[config.mk]
export PLATFORM = sky130hd
export DESIGN_NAME = csd_mult_seq
export DESIGN_NICKNAME = d
export VERILOG_FILES = /design/src/rtl/csd_mult_seq.sv
export SDC_FILE = /design/constraint.sdc
export NUM_CORES = 1
export LEC_CHECK = 0
export ABC_CLOCK_PERIOD_IN_PS = 8700
export BUFFER_PORTS_ARGS = -buffer_cell sky130_fd_sc_hd__buf_2
export CAP_MARGIN = 40
export CORE_ASPECT_RATIO = 0.75
export CORE_MARGIN = 1.5
export CORE_UTILIZATION = 52
export CTS_BUF_LIST = sky130_fd_sc_hd__clkbuf_2 sky130_fd_sc_hd__clkbuf_4 sky130_fd_sc_hd__clkbuf_8
export DETAILED_ROUTE_END_ITERATION = 7
export GPL_TIMING_DRIVEN = 0
export PLACE_DENSITY = 0.69
export SYNTH_ARGS = -nofsm -noshare
export SYNTH_HDL_FRONTEND = slang
export SYNTH_SLANG_ARGS = --single-unit
[constraint.sdc]
create_clock -name clk -period 8.7 [get_ports clk]
set_input_delay 0.435 -clock clk [delete_from_list [all_inputs] [get_ports clk]]
set_output_delay 0.435 -clock clk [all_outputs]
set_load 0.1 [all_outputs]
[src/rtl/csd_mult_seq.sv]
// Sequential signed multiplier: the multiplier is recoded to non-adjacent CSD form and accumulated one digit per cycle.
// Optional build macro CSD_ZERO_SKIP_EN: COMPUTE visits only the non-zero CSD digits.
module csd_mult_seq #(
  parameter int W  = 7,
  parameter int RW = 2 * W + 1
) (
  input  logic          clk,
  input  logic          reset,
  input  logic          in_valid,
  output logic          in_ready,
  input  logic [W-1:0]  input_y,
  input  logic [W-1:0]  input_x,
  output logic          out_valid,
  input  logic          out_ready,
  output logic [RW-1:0] result
);

  localparam int IW = $clog2(W);
  localparam logic [IW-1:0] LAST_IDX = IW'(W - 1);

  typedef enum logic [1:0] {IDLE, RECODE, COMPUTE, DONE} state_t;

  state_t        state_q, state_d;
  logic [W-1:0]  x_q, x_d;
  logic [W-1:0]  y_q, y_d;
  logic [W-1:0]  pos_q, pos_d;
  logic [W-1:0]  neg_q, neg_d;
  logic [IW-1:0] idx_q, idx_d;
  logic [RW-1:0] acc_q, acc_d;
  logic [RW-1:0] result_q, result_d;
  logic          out_valid_q, out_valid_d;

  // NAF digits from 3y vs y: a +1 digit sits where 3y has a bit y lacks, a -1 digit the reverse.
  logic signed [W+1:0] y_ext, y_x3;
  logic [W+1:0]        y_diff;
  logic [W-1:0]        rec_pos, rec_neg;
  logic                unused_diff_bits;

  assign y_ext            = {{2{y_q[W-1]}}, y_q};
  assign y_x3             = y_ext + (y_ext <<< 1);
  assign y_diff           = y_x3 ^ y_ext;
  assign rec_pos          = y_diff[W:1] & y_x3[W:1];
  assign rec_neg          = y_diff[W:1] & y_ext[W:1];
  assign unused_diff_bits = y_diff[W+1] ^ y_diff[0];

  logic [RW-1:0] x_ext, term;
  assign x_ext = {{(RW - W){x_q[W-1]}}, x_q};
  assign term  = x_ext << idx_q;

`ifdef CSD_ZERO_SKIP_EN
  function automatic logic [IW-1:0] lowest_digit(input logic [W-1:0] m);
    logic [IW-1:0] r;
    r = '0;
    for (int i = W - 1; i >= 0; i--) begin
      if (m[i]) r = IW'(i);
    end
    return r;
  endfunction

  logic [W-1:0] remain;
`endif

  always_comb begin
    state_d     = state_q;
    x_d         = x_q;
    y_d         = y_q;
    pos_d       = pos_q;
    neg_d       = neg_q;
    idx_d       = idx_q;
    acc_d       = acc_q;
    result_d    = result_q;
    out_valid_d = out_valid_q;
`ifdef CSD_ZERO_SKIP_EN
    remain      = '0;
`endif
    case (state_q)
      IDLE: begin
        if (in_valid && in_ready) begin
          x_d      = input_x;
          y_d      = input_y;
          acc_d    = '0;
          result_d = '0;
          idx_d    = '0;
          pos_d    = '0;
          neg_d    = '0;
          state_d  = RECODE;
        end
      end
      RECODE: begin
        pos_d = rec_pos;
        neg_d = rec_neg;
`ifdef CSD_ZERO_SKIP_EN
        if ((rec_pos | rec_neg) == '0) begin
          result_d    = acc_q;
          out_valid_d = 1'b1;
          state_d     = DONE;
        end else begin
          idx_d   = lowest_digit(rec_pos | rec_neg);
          state_d = COMPUTE;
        end
`else
        idx_d   = '0;
        state_d = COMPUTE;
`endif
      end
      COMPUTE: begin
        if (pos_q[idx_q]) begin
          acc_d = acc_q + term;
        end else if (neg_q[idx_q]) begin
          acc_d = acc_q - term;
        end
`ifdef CSD_ZERO_SKIP_EN
        pos_d[idx_q] = 1'b0;
        neg_d[idx_q] = 1'b0;
        remain       = pos_d | neg_d;
        if (remain == '0) begin
          result_d    = acc_d;
          out_valid_d = 1'b1;
          state_d     = DONE;
        end else begin
          idx_d = lowest_digit(remain);
        end
`else
        if (idx_q == LAST_IDX) begin
          result_d    = acc_d;
          out_valid_d = 1'b1;
          state_d     = DONE;
        end else begin
          idx_d = idx_q + 1'b1;
        end
`endif
      end
      DONE: begin
        if (out_ready) begin
          out_valid_d = 1'b0;
          state_d     = IDLE;
        end
      end
      default: state_d = IDLE;
    endcase
  end

  always_ff @(posedge clk or posedge reset) begin
    if (reset) begin
      state_q     <= IDLE;
      x_q         <= '0;
      y_q         <= '0;
      pos_q       <= '0;
      neg_q       <= '0;
      idx_q       <= '0;
      acc_q       <= '0;
      result_q    <= '0;
      out_valid_q <= 1'b0;
    end else begin
      state_q     <= state_d;
      x_q         <= x_d;
      y_q         <= y_d;
      pos_q       <= pos_d;
      neg_q       <= neg_d;
      idx_q       <= idx_d;
      acc_q       <= acc_d;
      result_q    <= result_d;
      out_valid_q <= out_valid_d;
    end
  end

  assign in_ready  = (state_q == IDLE) && !reset;
  assign out_valid = out_valid_q;
  assign result    = result_q;

endmodule

==> impl_metrics.json <==
{
  "core-area_mm2": 0.00920,
  "end_kind": "flop",
  "synth_seq_area_share_pct": 32.1,
  "wl_per_cell_um": 18.5,
  "synthArstFlopShare_pct": 100,
  "report.final.slew_viol_count": 0,
  "port_buffers": 34,
  "synth.distinct_cells": 63,
  "cts_hold_buffers": 0,
  "startpoint_type": "flop",
  "period_share_pct": 51.0,
  "register_area_mm2": 0.00160,
  "fin_area_mm2": 0.00561,
  "path_delay_family": "compound AO/OA/AOI/OAI gates",
  "critPathMaxStageDelay_ps": 480,
  "synth_edf_count": 0,
  "yosysTopAreaCellShare_pct": 32.1,
  "worstPathCellList": "clkbuf_1, buf_1, buf_1, a31oi_1, ha_1, inv_2, a221o_1, o31ai_1, o41ai_2, o41ai_1, a21oi_1, a211o_1, o211ai_1",
  "ys_ff_latch": 64,
  "gr-usage-all-layers_pct": 29.4,
  "remaining_drc_errors": 0,
  "die_w_um": 116,
  "antennaDiodeCount": 0,
  "layout.cells.most_common": "nand2_1",
  "ios": 35,
  "syn_inst": 573,
  "clock.fmax_ghz": 0.226,
  "rows": 30,
  "routabilityCongestion": 0.961,
  "crit_fanout": 10,
  "relSlewSlack_pct": 43.8,
  "cts.clk_slew.worst_paths_ps": 70,
  "antenna_found_initial": 0,
  "cts_made_buffers": 9,
  "ant_nets": 0,
  "clk_latency_ps": 370,
  "post_cts_buffers": 0,
  "cp_common_cell": "buf_1",
  "cp_slowest_cell": "ha_1",
  "syn_to_final_growth_pct": 12.4,
  "cp.arrival_ps": 4720,
  "synth_nets": 637,
  "via_count": 4507,
  "synth_ff_type": "dfrtp_1",
  "fill_cells": 794,
  "wl_mm": 13.9,
  "mostFrequentLayoutCells": "nand2_1 (74), dfrtp_1 (64), ha_1 (43)",
  "nNetsFinal": 685,
  "dp_cells": 738,
  "cts_resized": 0,
  "root_buffer": "clkbuf_8",
  "gr-total-overflow": 0,
  "ys_warn_count": 0,
  "finalSetupTns_ps": 0,
  "worst_pin_slew_ps": 843,
  "via_per_inst": 5.98,
  "critical_path_buf_inv_count": 4,
  "die-area_mm2": 0.0102,
  "hpwl_mm": 10.6,
  "clkSinkCount": 64,
  "setup_viol_count_final": 0,
  "drt-pass1-iter-count": 5,
  "ys_top_cells_by_area": "dfrtp_1 (32%), ha_1 (11%), mux2_2 (5.9%)",
  "holdCritPathClass": "primary input to asynchronous set/reset pin",
  "first_iter_violations": 329,
  "syn_area_per_cell_um2": 8.70,
  "cts_tree": "yes",
  "initial_core_util_pct": 54.2,
  "path_class": "flop to flop",
  "cts.htree.levels": 3,
  "status": "finished clean",
  "required_ps": 8990,
  "grt_max_degree": 39,
  "final_cells": 754,
  "grt_pass1_wl_mm": 22.5,
  "grt_setup_unrepaired": "no",
  "fin_skew_ps": 9.21,
  "place_area_mm2": 0.00535,
  "min_period_ps": 4430,
  "hold_viol": 0,
  "drv_cap": 0,
  "dieHeight_um": 87.8,
  "drive_gt1_share_pct": 15.2,
  "synth_area_leader_cell": "dfrtp_1",
  "grt_pass1_vias": 4242,
  "cts_max_path_buffers": 2,
  "synth.cell_area_mm2": 0.00499,
  "multi_input_area_mm2": 0.00312
}
==> metrics by stage <==
step                setup slack, ps  hold slack, ps  utilization, %
floorplan                      4770             439               -
global placement               4510             456            57.8
detailed placement             4410             467            58.2
CTS                            4400             163            61.0
global route                   3930             212            61.0
finish                         4270             147            61.0
==> cell usage after synthesis (4+ instances only) <==
master    number
o31ai_1       16
a21o_1        10
dfrtp_1       64
inv_1         38
ha_1          43
a32o_1         6
nand2b_1       8
mux2_2        26
nor3_1        12
clkbuf_1      19
nor2_1        37
a31oi_1        4
o21ai_0       39
nor2b_1        8
a21oi_1       38
nand3b_1       4
mux2i_1       14
buf_2          4
o211ai_1      11
xnor2_1        6
a211o_1        4
and3_1         5
nand3_1        9
nand2_1       74
buf_1          4
or3_1          4
o221ai_1       4
xor2_1         6
==> metal layers <==
| metal | vias to the layer above | track usage (%) | wire [um] |
|---|---|---|---|
| met1 | 2174 | 43.7 | 6990 |
| met2 | 164 | 43.5 | 5790 |
| li1 | 2152 | - | - |
| met3 | 17 | 6.09 | 973 |
| met5 | - | 0 | 0 |
| met4 | 0 | 7.65 | 176 |
==> area by class of cell <==
cell class                 count  share of cell area, %
clock buffer                  10                   2.46
timing repair buffer          37                   3.66
clock inverter                 6                   2.05
sequential                    64                   28.6
tap                          128                   2.86
buffer                        28                   2.10
multi-input combinational    442                   55.7
inverter                      39                   2.61
==> logic make-up (layout without fill, tap and decap cells) <==
| kind of cell | count (synthesis) | count (layout) | synth area share, % |
|---|---|---|---|
| and+or+nand+nor | 173 | 173 | 16.2 |
| AOI/OAI and AO/OA | 169 | 169 | 22.7 |
| buffers and inverters | 67 | 120 | 5.29 |
| DFF | 64 | 64 | 32.1 |
| adders and majority gates | 46 | 46 | 12.0 |
| muxes | 42 | 42 | 9.58 |
| xor gates and xnor gates | 12 | 12 | 2.11 |
==> final timing paths <==
kind | startpoint | to | slack [ps] | depth (start not counted)
setup / recovery | idx_q[2] | acc_q[14] | 4270 | 13
hold / removal | reset | neg_q[5] | 150 | 2
setup reg to reg | idx_q[2] | acc_q[14] | 4270 | 13
hold reg to reg | result[4] | result[4] | 480 | 2
max in group asynchronous | reset | x_q[4] | 7940 | 3
min in group clk | input_y[2] | y_q[2] | 300 | 2
==> state kept, by name (all words and copies together) (netlist names) <==
register	count
acc_q	15
idx_q	3
neg_q	7
out_valid	1
pos_q	7
result	15
state_q	2
x_q	7
y_q	7
Power is not shown: default switching activity piles up to over one toggle a cycle in this logic, so the estimate is an artifact.
